[src/rtl/cpu_seq.sv]
// cpu_seq: multi-cycle fetch / decode / exec sequencer for the cpu_v1 datapath.
// Fetches one instruction per iteration over a req/ack port, holds it in the
// instruction register, turns the decoder's write request into one EXEC-cycle
// strobe, advances the PC and halts on unsupported opcodes.
// Optional feature macro: CPU_SEQ_PERF_CNT_EN (retired-instruction and cycle counters).
// Ports:
//   clk, rst_n              clock, async active-low reset
//   run                     level; 1 = sequence, 0 = stop at next instruction boundary
//   imem_req/addr/ack/rdata instruction fetch port (addr = pc_o while req)
//   instr_o                 instruction register, to decoder
//   dec_rf_we / rf_we_o     decoder write request / qualified write strobe (EXEC only)
//   pc_o, halt_o, state_o   PC, sticky illegal-opcode flag, FSM state (debug)
//   instret_o, cycles_o     performance counters (0 when the feature is disabled)
module cpu_seq #(
   parameter int unsigned ADDR_W   = 10,
   parameter int unsigned RESET_PC = 0
) (
   input  logic              clk,
   input  logic              rst_n,
   input  logic              run,
   output logic              imem_req,
   output logic [ADDR_W-1:0] imem_addr,
   input  logic              imem_ack,
   input  logic [31:0]       imem_rdata,
   output logic [31:0]       instr_o,
   input  logic              dec_rf_we,
   output logic              rf_we_o,
   output logic [ADDR_W-1:0] pc_o,
   output logic              halt_o,
   output logic [2:0]        state_o,
   output logic [31:0]       instret_o,
   output logic [31:0]       cycles_o
);

   localparam int unsigned INSTR_W = 32;
   localparam logic [6:0]  OP_REG  = 7'b0110011;
   localparam logic [6:0]  OP_IMM  = 7'b0010011;

   typedef enum logic [2:0] {
      S_IDLE   = 3'd0,
      S_FETCH  = 3'd1,
      S_DECODE = 3'd2,
      S_EXEC   = 3'd3,
      S_HALT   = 3'd4
   } state_t;

   state_t               r_state, w_state_nxt;
   logic [ADDR_W-1:0]    r_pc, w_pc_nxt;
   logic [INSTR_W-1:0]   r_instr, w_instr_nxt;
   logic                 r_halt, w_halt_nxt;
   logic                 w_legal;

   // Only register-register and register-immediate ALU ops are supported.
   assign w_legal = (r_instr[6:0] == OP_REG) || (r_instr[6:0] == OP_IMM);

   // State and datapath registers; reset abandons any fetch in flight.
   always_ff @(posedge clk or negedge rst_n) begin
      if (!rst_n) begin
         r_state <= S_IDLE;
         r_pc    <= ADDR_W'(RESET_PC);
         r_instr <= '0;
         r_halt  <= 1'b0;
      end else begin
         r_state <= w_state_nxt;
         r_pc    <= w_pc_nxt;
         r_instr <= w_instr_nxt;
         r_halt  <= w_halt_nxt;
      end
   end

   // Next-state logic; imem_req and rf_we_o are decoded from the state register.
   always_comb begin
      w_state_nxt = r_state;
      w_pc_nxt    = r_pc;
      w_instr_nxt = r_instr;
      w_halt_nxt  = r_halt;
      imem_req    = 1'b0;
      rf_we_o     = 1'b0;
      case (r_state)
         S_IDLE: begin
            if (run) w_state_nxt = S_FETCH;
         end
         S_FETCH: begin
            // run is not sampled here: an issued fetch always completes.
            imem_req = 1'b1;
            if (imem_ack) begin
               w_instr_nxt = imem_rdata;
               w_state_nxt = S_DECODE;
            end
         end
         S_DECODE: begin
            w_state_nxt = S_EXEC;
         end
         S_EXEC: begin
            if (w_legal) begin
               rf_we_o     = dec_rf_we;
               w_pc_nxt    = r_pc + ADDR_W'(4);
               w_state_nxt = run ? S_FETCH : S_IDLE;
            end else begin
               // PC is left pointing at the faulting instruction.
               w_halt_nxt  = 1'b1;
               w_state_nxt = S_HALT;
            end
         end
         S_HALT: begin
            w_state_nxt = S_HALT;
         end
         default: begin
            w_state_nxt = S_IDLE;
         end
      endcase
   end

   assign imem_addr = r_pc;
   assign pc_o      = r_pc;
   assign instr_o   = r_instr;
   assign halt_o    = r_halt;
   assign state_o   = r_state;

`ifdef CPU_SEQ_PERF_CNT_EN
   localparam int unsigned CNT_W = 32;

   logic [CNT_W-1:0] r_instret;
   logic [CNT_W-1:0] r_cycles;

   // Free-running cycle counter and retired-instruction counter, both wrap.
   always_ff @(posedge clk or negedge rst_n) begin
      if (!rst_n) begin
         r_instret <= '0;
         r_cycles  <= '0;
      end else begin
         r_cycles <= r_cycles + CNT_W'(1);
         if ((r_state == S_EXEC) && w_legal) r_instret <= r_instret + CNT_W'(1);
      end
   end

   assign instret_o = r_instret;
   assign cycles_o  = r_cycles;
`else
   assign instret_o = '0;
   assign cycles_o  = '0;
`endif

endmodule
[config.mk]
export PLATFORM = sky130hd
export DESIGN_NAME = cpu_seq
export DESIGN_NICKNAME = d
export VERILOG_FILES = /design/src/rtl/cpu_seq.sv
export SDC_FILE = /design/constraint.sdc
export NUM_CORES = 1
export LEC_CHECK = 0
export ABC_AREA = 1
export CORE_MARGIN = 2
export CORE_UTILIZATION = 34
export CTS_BUF_LIST = sky130_fd_sc_hd__clkbuf_8
export DETAILED_ROUTE_END_ITERATION = 10
export HOLD_SLACK_MARGIN = 0.05
export PLACE_DENSITY = 0.75
export SLEW_MARGIN = 0
export SYNTH_ARGS = -nofsm -noshare
export SYNTH_HDL_FRONTEND = slang
export SYNTH_SLANG_ARGS = --single-unit
[constraint.sdc]
create_clock -name clk -period 1.45 [get_ports clk]
set_input_delay 0.29 -clock clk [delete_from_list [all_inputs] [get_ports clk]]
set_output_delay 0.29 -clock clk [all_outputs]
set_load 0.1 [all_outputs]
==> metrics.md, run 1 <==
| Metric | Value |
|---|---|
| Outcome | `finished, violations left` |
| Failing checks | `negative setup slack` |
| Htree depth | `2` |
| Global-route wire length before repair | `9.432 mm` |
| Final Worst Setup Slack | `-0.2527 ns` |
| Detailed Route Iter0 Violations | `51` |
| Place WS | `-0.09246 ns` |
| Share of layout cells above drive strength 1 | `27.52%` |
| RSZ-0062 raised after global routing | `true` |
| Fin cells | `506` |
| Routed Antenna Nets | `0` |
| Post-route core utilization | `56.75%` |
| Total global-route track usage | `between 10% and 20%` |
| Clock-pin transition on the worst setup and hold timing paths | `0.09 ns` |
| CP Class | `flip-flop to output pin` |
| Critical Path AT | `roughly 1.4 ns` |
| Count leader, synth | `nand2_1` |
| Top cells by area, synth | `dfrtp_1 (43%), buf_4 (23%), nand2_1 (14%)` |
| CTS tree | `built` |
| DR vias | `between 2000 and 2500` |
| Largest net degree at the start of global routing | `45` |
| Mapped Cells | `308` |
| Post-route cell area | `4116 sq um` |
| Clk sink count | `between 40 and 50` |
| Critical-path cell list | `inv_2 > nand2_2 > nor2_4 > nand3_4 > nor2_4 > buf_12` |
| # IOs | `159` |
| Slew Viols, Final | `0` |
| Largest delay share family, worst path | `flip-flops` |
| Routability cong. | `between 0.8 and 0.9` |
| CTS Buffer Depth | `2` |
| Tcrit/Tclk final | `117.4%` |
| Mapped cell area | `2551 sq um` |
| Dominant cell type by area after synthesis | `dfrtp_1` |
| Remaining Overflow, GRT | `0` |
| Placed cells | `488` |
| Slowest cell delay on critical path | `0.49 ns` |
| Via count of the first global-routing pass | `1986` |
| Die Footprint | `between 8000 and 9000 sq um` |
| DR pass1 iterations | `4` |
| Routed WL per cell | `11.57 um` |
| Top-area cell type share of the netlist area | `43.16%` |
| Most used cell, CP | `nor2_4` |
| Final WL | `5.856 mm` |
| Drt drc | `0` |
| Core Region | `7253 sq um` |
| Min-Delay Path Class | `primary input to asynchronous set/reset pin` |
| Syn avg cell area | `8.283 sq um` |
| CP max stage cell | `dfrtp_4` |
| Number of synthesized flops with an enable pin | `0` |
| Synthesized flop and latch total | `44` |
| Worst setup EP type | `output pin` |
| Number of warnings issued by yosys | `0` |
| Startpoint Class | `flip-flop` |
| Clk_lat worst skew | `0.30 ns` |
| Peak Freq | `587.3 MHz` |
| Crit path buf inv count | `2` |
| Initial antenna violation count | `0` |
| Die Y-Extent | `90.62 um` |
| Final setup fails | `3` |
| Area Growth Syn to Fin | `61.35%` |
| Total CTS buffers | `5` |
| Die Width | `slightly above 90 um` |
| N_diodes | `0` |
| Post-DP HPWL | `4.394 mm` |
| FP Rows | `31` |
| Post-synth top cells | `nand2_1 (97), buf_4 (79), dfrtp_1 (44)` |
| Max FO, Critical Path | `2` |
| Initial Util | `35.17%` |
| Max cap viols | `0` |
| Clock Tree Root | `clkbuf_8` |
| Clock Skew | `0.01008 ns` |
| Critical path data required time | `1.16 ns` |
| DR vias/cell | `4.115` |
| Final Hold Viols | `0` |
| Post-placement cell area | `3866 sq um` |
| Nets | `~440` |
| IO buf count | `90` |
| Synth async-reset ratio | `100.0%` |
| Most used DFF post-synth | `dfrtp_1` |
| Tmin final | `1.703 ns` |
| Sequential area share after synthesis | `a little over two fifths` |
| Synth cell types | `26` |
==> through the flow <==
stage	TNS (ns)	hold WS (ns)
after floorplan	-0.4046	-0.005591
after global placement	-0.05810	0.2885
after detailed placement	-1.361	0.2926
after CTS	-0.3975	0.5039
after global routing	-0.6713	0.5154
final	-0.4549	0.5041
==> registers in the layout, indices dropped and copies added, names as in the netlist <==
name       cells
halt_o         1
imem_addr      8
state_o        3
instr_o       32
==> final cells by class <==
type                       instances  area, sq um
clock buffer                       5        68.82
clock inverter                     3        63.81
fill                             637         3137
inverter                          17        73.82
multi-input combinational        229         1032
sequential                        44         1145
tap                               99        123.9
timing repair buffer             109         1609
==> cell usage in the layout, fill, tap and decap left out, types with 3 or more instances in the layout <==
cell,instances
nand2_1,95
conb_1,68
buf_12,55
nand3_1,35
clkdlybuf4s50_1,35
dfrtp_1,27
inv_1,13
buf_4,13
dfrtp_4,9
dfrtp_2,8
clkbuf_8,5
nor2_4,4
nor2_1,4
buf_6,4
nand4_1,3
o21ai_0,3
==> worst paths after layout <==
kind                          startpoint           to  slack (ns)  cells past startpoint
max in group asynchronous          rst_n   state_o[1]        0.70                      3
hold / removal                     rst_n   state_o[0]        0.50                      3
min in group clk           imem_rdata[7]   instr_o[7]        0.54                      3
setup reg to reg              state_o[0]   state_o[1]        0.06                      7
setup / recovery              instr_o[3]      rf_we_o       -0.25                      6
hold reg to reg              instr_o[13]  instr_o[13]        0.54                      2
==> routing by layer <==
layer / up-vias / wire, um / track usage [%] / part of all wire, %
li1: 1012 / - / - / -
met1: 960 / 2199 / 15.17 / 38
met2: 101 / 3029 / 26.24 / 52
met3: 9 / 547 / 4.841 / 9.3
met4: 0 / 80 / 5.000 / 1.4
met5: - / 0 / 0 / 0
==> worst register-to-register path: cells and delay by family (launching register included) <==
family          cells  cell delay [ns]
simple gates        2             0.11
compound gates      1             0.19
flops               1             0.51
buf+inv             4             0.45
==> timing repair <==
item | in CTS | in global routing
setup endpoints to repair | 2 | 26
endpoints found under the hold margin | 44 | 0
gates cloned | 0 | 1
hold buffers | 1 | 0
pin swaps | 3 | 2
buffers inserted | 7 | 1
resized for setup | 6 | 5
==> logic make-up (layout without fill, tap and decap cells) <==
kind of cell	after synthesis	after routing	synth area share (%)
AND/OR/NAND/NOR	148	149	25.40
other	1	68	0.1470
adder cells (fa/ha/maj)	1	1	0.4904
AO/OA/AOI/OAI	8	8	1.766
XOR/XNOR	3	3	1.030
flip-flops	44	44	43.16
buffers and inverters	103	134	28.00
Power of run 1 is not shown: default switching activity piles up to over one toggle a cycle in this logic, so the estimate is an artifact.
==> inputs of run 2 (changes only) <==
--- a/config.mk
+++ b/config.mk
@@ -12,7 +12,7 @@
 export DETAILED_ROUTE_END_ITERATION = 10
 export HOLD_SLACK_MARGIN = 0.05
 export PLACE_DENSITY = 0.75
-export SLEW_MARGIN = 0
+export SLEW_MARGIN = 20
 export SYNTH_ARGS = -nofsm -noshare
 export SYNTH_HDL_FRONTEND = slang
 export SYNTH_SLANG_ARGS = --single-unit
==> constraint.sdc (replaced) <==
create_clock -name clk -period 2 [get_ports clk]
set_input_delay 0.4 -clock clk [delete_from_list [all_inputs] [get_ports clk]]
set_output_delay 0.4 -clock clk [all_outputs]
set_load 0.1 [all_outputs]
==> run 2 against run 1 <==
Effect of this change:
- the run now ends clean
- worst setup slack gained 0.42 ns
- global-route usage shrank 1.5 points
- routed wire length is 9.9% lower
- clock-buffer cell count unchanged
- sequential share of layout area rose by 6.3 points
- non-clock buffer count shrank 12
- critical endpoint unchanged
==> metrics.md, run 2 (synthesis gave the netlist of run 1 again) <==
| Metric | Value |
|---|---|
| Die Footprint | `8212 sq um (unchanged)` |
| Most common cell after layout, fill and taps aside | `nand2_1` |
| Initial antenna violation count | `0 (unchanged)` |
| Min-Delay Path Class | `primary input to asynchronous set/reset pin` |
| CTS Buffer Depth | `2 (unchanged)` |
| Clk sink count | `44 (unchanged)` |
| Tcrit/Tclk final | `about nine tenths` |
| Total CTS buffers | `5 (unchanged)` |
| Die Width | `90.62 um (unchanged)` |
| # IOs | `159 (unchanged)` |
| Critical-path cell list | `inv_1 > nand2_1 > nor2_4 > nand3_4 > nor2_4 > buf_12` |
| Post-DP HPWL | `4.075 mm (-7.3%)` |
| Slowest cell delay on critical path | `0.41 ns (-0.08 ns)` |
| IO buf count | `90 (unchanged)` |
| Routed Antenna Nets | `0 (unchanged)` |
| Slew Viols, Final | `0 (unchanged)` |
| CP Class | `flip-flop to output pin` |
| CTS tree | `built` |
| Critical path data required time | `1.60 ns (+0.44 ns)` |
| N_diodes | `0 (unchanged)` |
| Clk_lat worst skew | `0.29 ns (about the same)` |
| Area Growth Syn to Fin | `29.33%` |
| WHS | `0.09452 ns (-0.4096 ns)` |
| Tmin final | `1.830 ns` |
| Nets | `431 (-2.9%)` |
| FP Rows | `31 (unchanged)` |
| CP max stage cell | `dfrtp_2` |
| Drt drc | `0 (unchanged)` |
| Final setup fails | `0 (-3)` |
| Commonest non-fill, non-tap cells in the layout | `nand2_1 (97), conb_1 (68), buf_4 (54)` |
| Routed WL per cell | `10.70 um (-7.5%)` |
| Clock Skew | `0.005455 ns (-0.004625 ns)` |
| DR vias/cell | `4.120 (+0.12%)` |
| Startpoint Class | `flip-flop` |
| Final WL | `5.275 mm (-9.9%)` |
| Post-route core utilization | `45.49% (-11 points)` |
| Max FO, Critical Path | `4 (+2)` |
| Largest net degree at the start of global routing | `34 (-24%)` |
| Outcome | `finished clean` |
| Max FFs per register | `32 (unchanged)` |
| DR vias | `2031 (-2.4%)` |
| Share of layout cells above drive strength 1 | `22.08% (-5.4 points)` |
| Final Hold Viols | `0 (unchanged)` |
| Htree depth | `2 (unchanged)` |
| DR pass1 iterations | `4 (unchanged)` |
| RSZ-0062 raised after global routing | `false` |
| Routability cong. | `0.8171 (-2.0%)` |
| Core Region | `7253 sq um (unchanged)` |
| Detailed Route Iter0 Violations | `65 (+27%)` |
| Max cap viols | `0 (unchanged)` |
| Slew @ Worst Pin | `0.5536 ns` |
| Most used cell, CP | `nor2_4` |
| Worst setup EP type | `output pin` |
| TNS Setup | `0 ns (+0.4549 ns)` |
| Clock Tree Root | `clkbuf_8` |
| Total global-route track usage | `12.79% (-1.5 points)` |
| Peak Freq | `546.3 MHz` |
| Clock-pin transition on the worst setup and hold timing paths | `0.08 ns (about the same)` |
| Via count of the first global-routing pass | `1779 (-10%)` |
| Die Y-Extent | `90.62 um (unchanged)` |
| Critical Path AT | `1.43 ns (+0.02 ns)` |
| Global-route wire length before repair | `8.535 mm (-9.5%)` |
| Max-slew headroom | `63.09%` |
| Remaining Overflow, GRT | `0 (unchanged)` |
| Initial Util | `35.17% (unchanged)` |
==> run 2: changes by cell type in the layout (fill, tap and decap cells not counted), sizes merged <==
| cell | previous run | this run |
|---|---|---|
| buf | 73 | 62 |
| bufinv | 2 | 0 |
| clkinv | 1 | 2 |
| dlygate4sd3 | 1 | 0 |
| inv | 17 | 18 |
| nand2 | 99 | 98 |
==> run 2: worst paths after layout <==
kind,slack [ns],depth (start not counted),endpoint,start
max in group asynchronous,1.40,2,instr_o[22],rst_n
min in group clk,0.47,2,halt_o,halt_o
worst max register to register,0.56,6,instr_o[3],state_o[1]
worst max-delay path,0.17,6,rf_we_o,instr_o[3]
worst min-delay path,0.09,1,imem_addr[5],rst_n
worst min register to register,0.47,2,halt_o,halt_o
==> run 2: layout make-up <==
type | instances | area, sq um
fill | 723 | 3954
multi-input combinational | 228 | 997.2
tap | 99 | 123.9
clock buffer | 5 | 68.82
clock inverter | 3 | 12.51
inverter | 17 | 71.32
timing repair buffer | 97 | 900.9
sequential | 44 | 1125
==> run 2: what timing repair did <==
action,4_1_cts,5_1_grt
buffers inserted,0,3
gates resized for setup,0,0
hold buffers,0,0
setup endpoints to repair,0,1
==> run 2: per-stage QoR <==
stage | instance area, sq um | std cells | worst slack [ns]
floorplan | 2836 | 375 | 0.001906
global placement | 3196 | 482 | 0.4083
detailed placement | 3196 | 482 | 0.3956
CTS | 3277 | 490 | 0.05206
global route | 3299 | 493 | 0.08076
finish | 3299 | 493 | 0.1696
==> run 2: critical path, delay by kind of cell, from the launching register on <==
| kind | cells | cell delay (ns) |
|---|---|---|
| flops | 1 | 0.41 |
| simple gates | 4 | 0.47 |
| buf+inv | 2 | 0.25 |
==> run 2: layer usage <==
layer / track usage (%) / routed length, um / up-vias
met5: 0 / 0 / -
met4: 4.487 / 71 / 0
met3: 3.673 / 424 / 5
met1: 16.22 / 2285 / 937
li1: - / - / 981
met2: 20.83 / 2493 / 108
Power of run 2 is left out for the same reason.
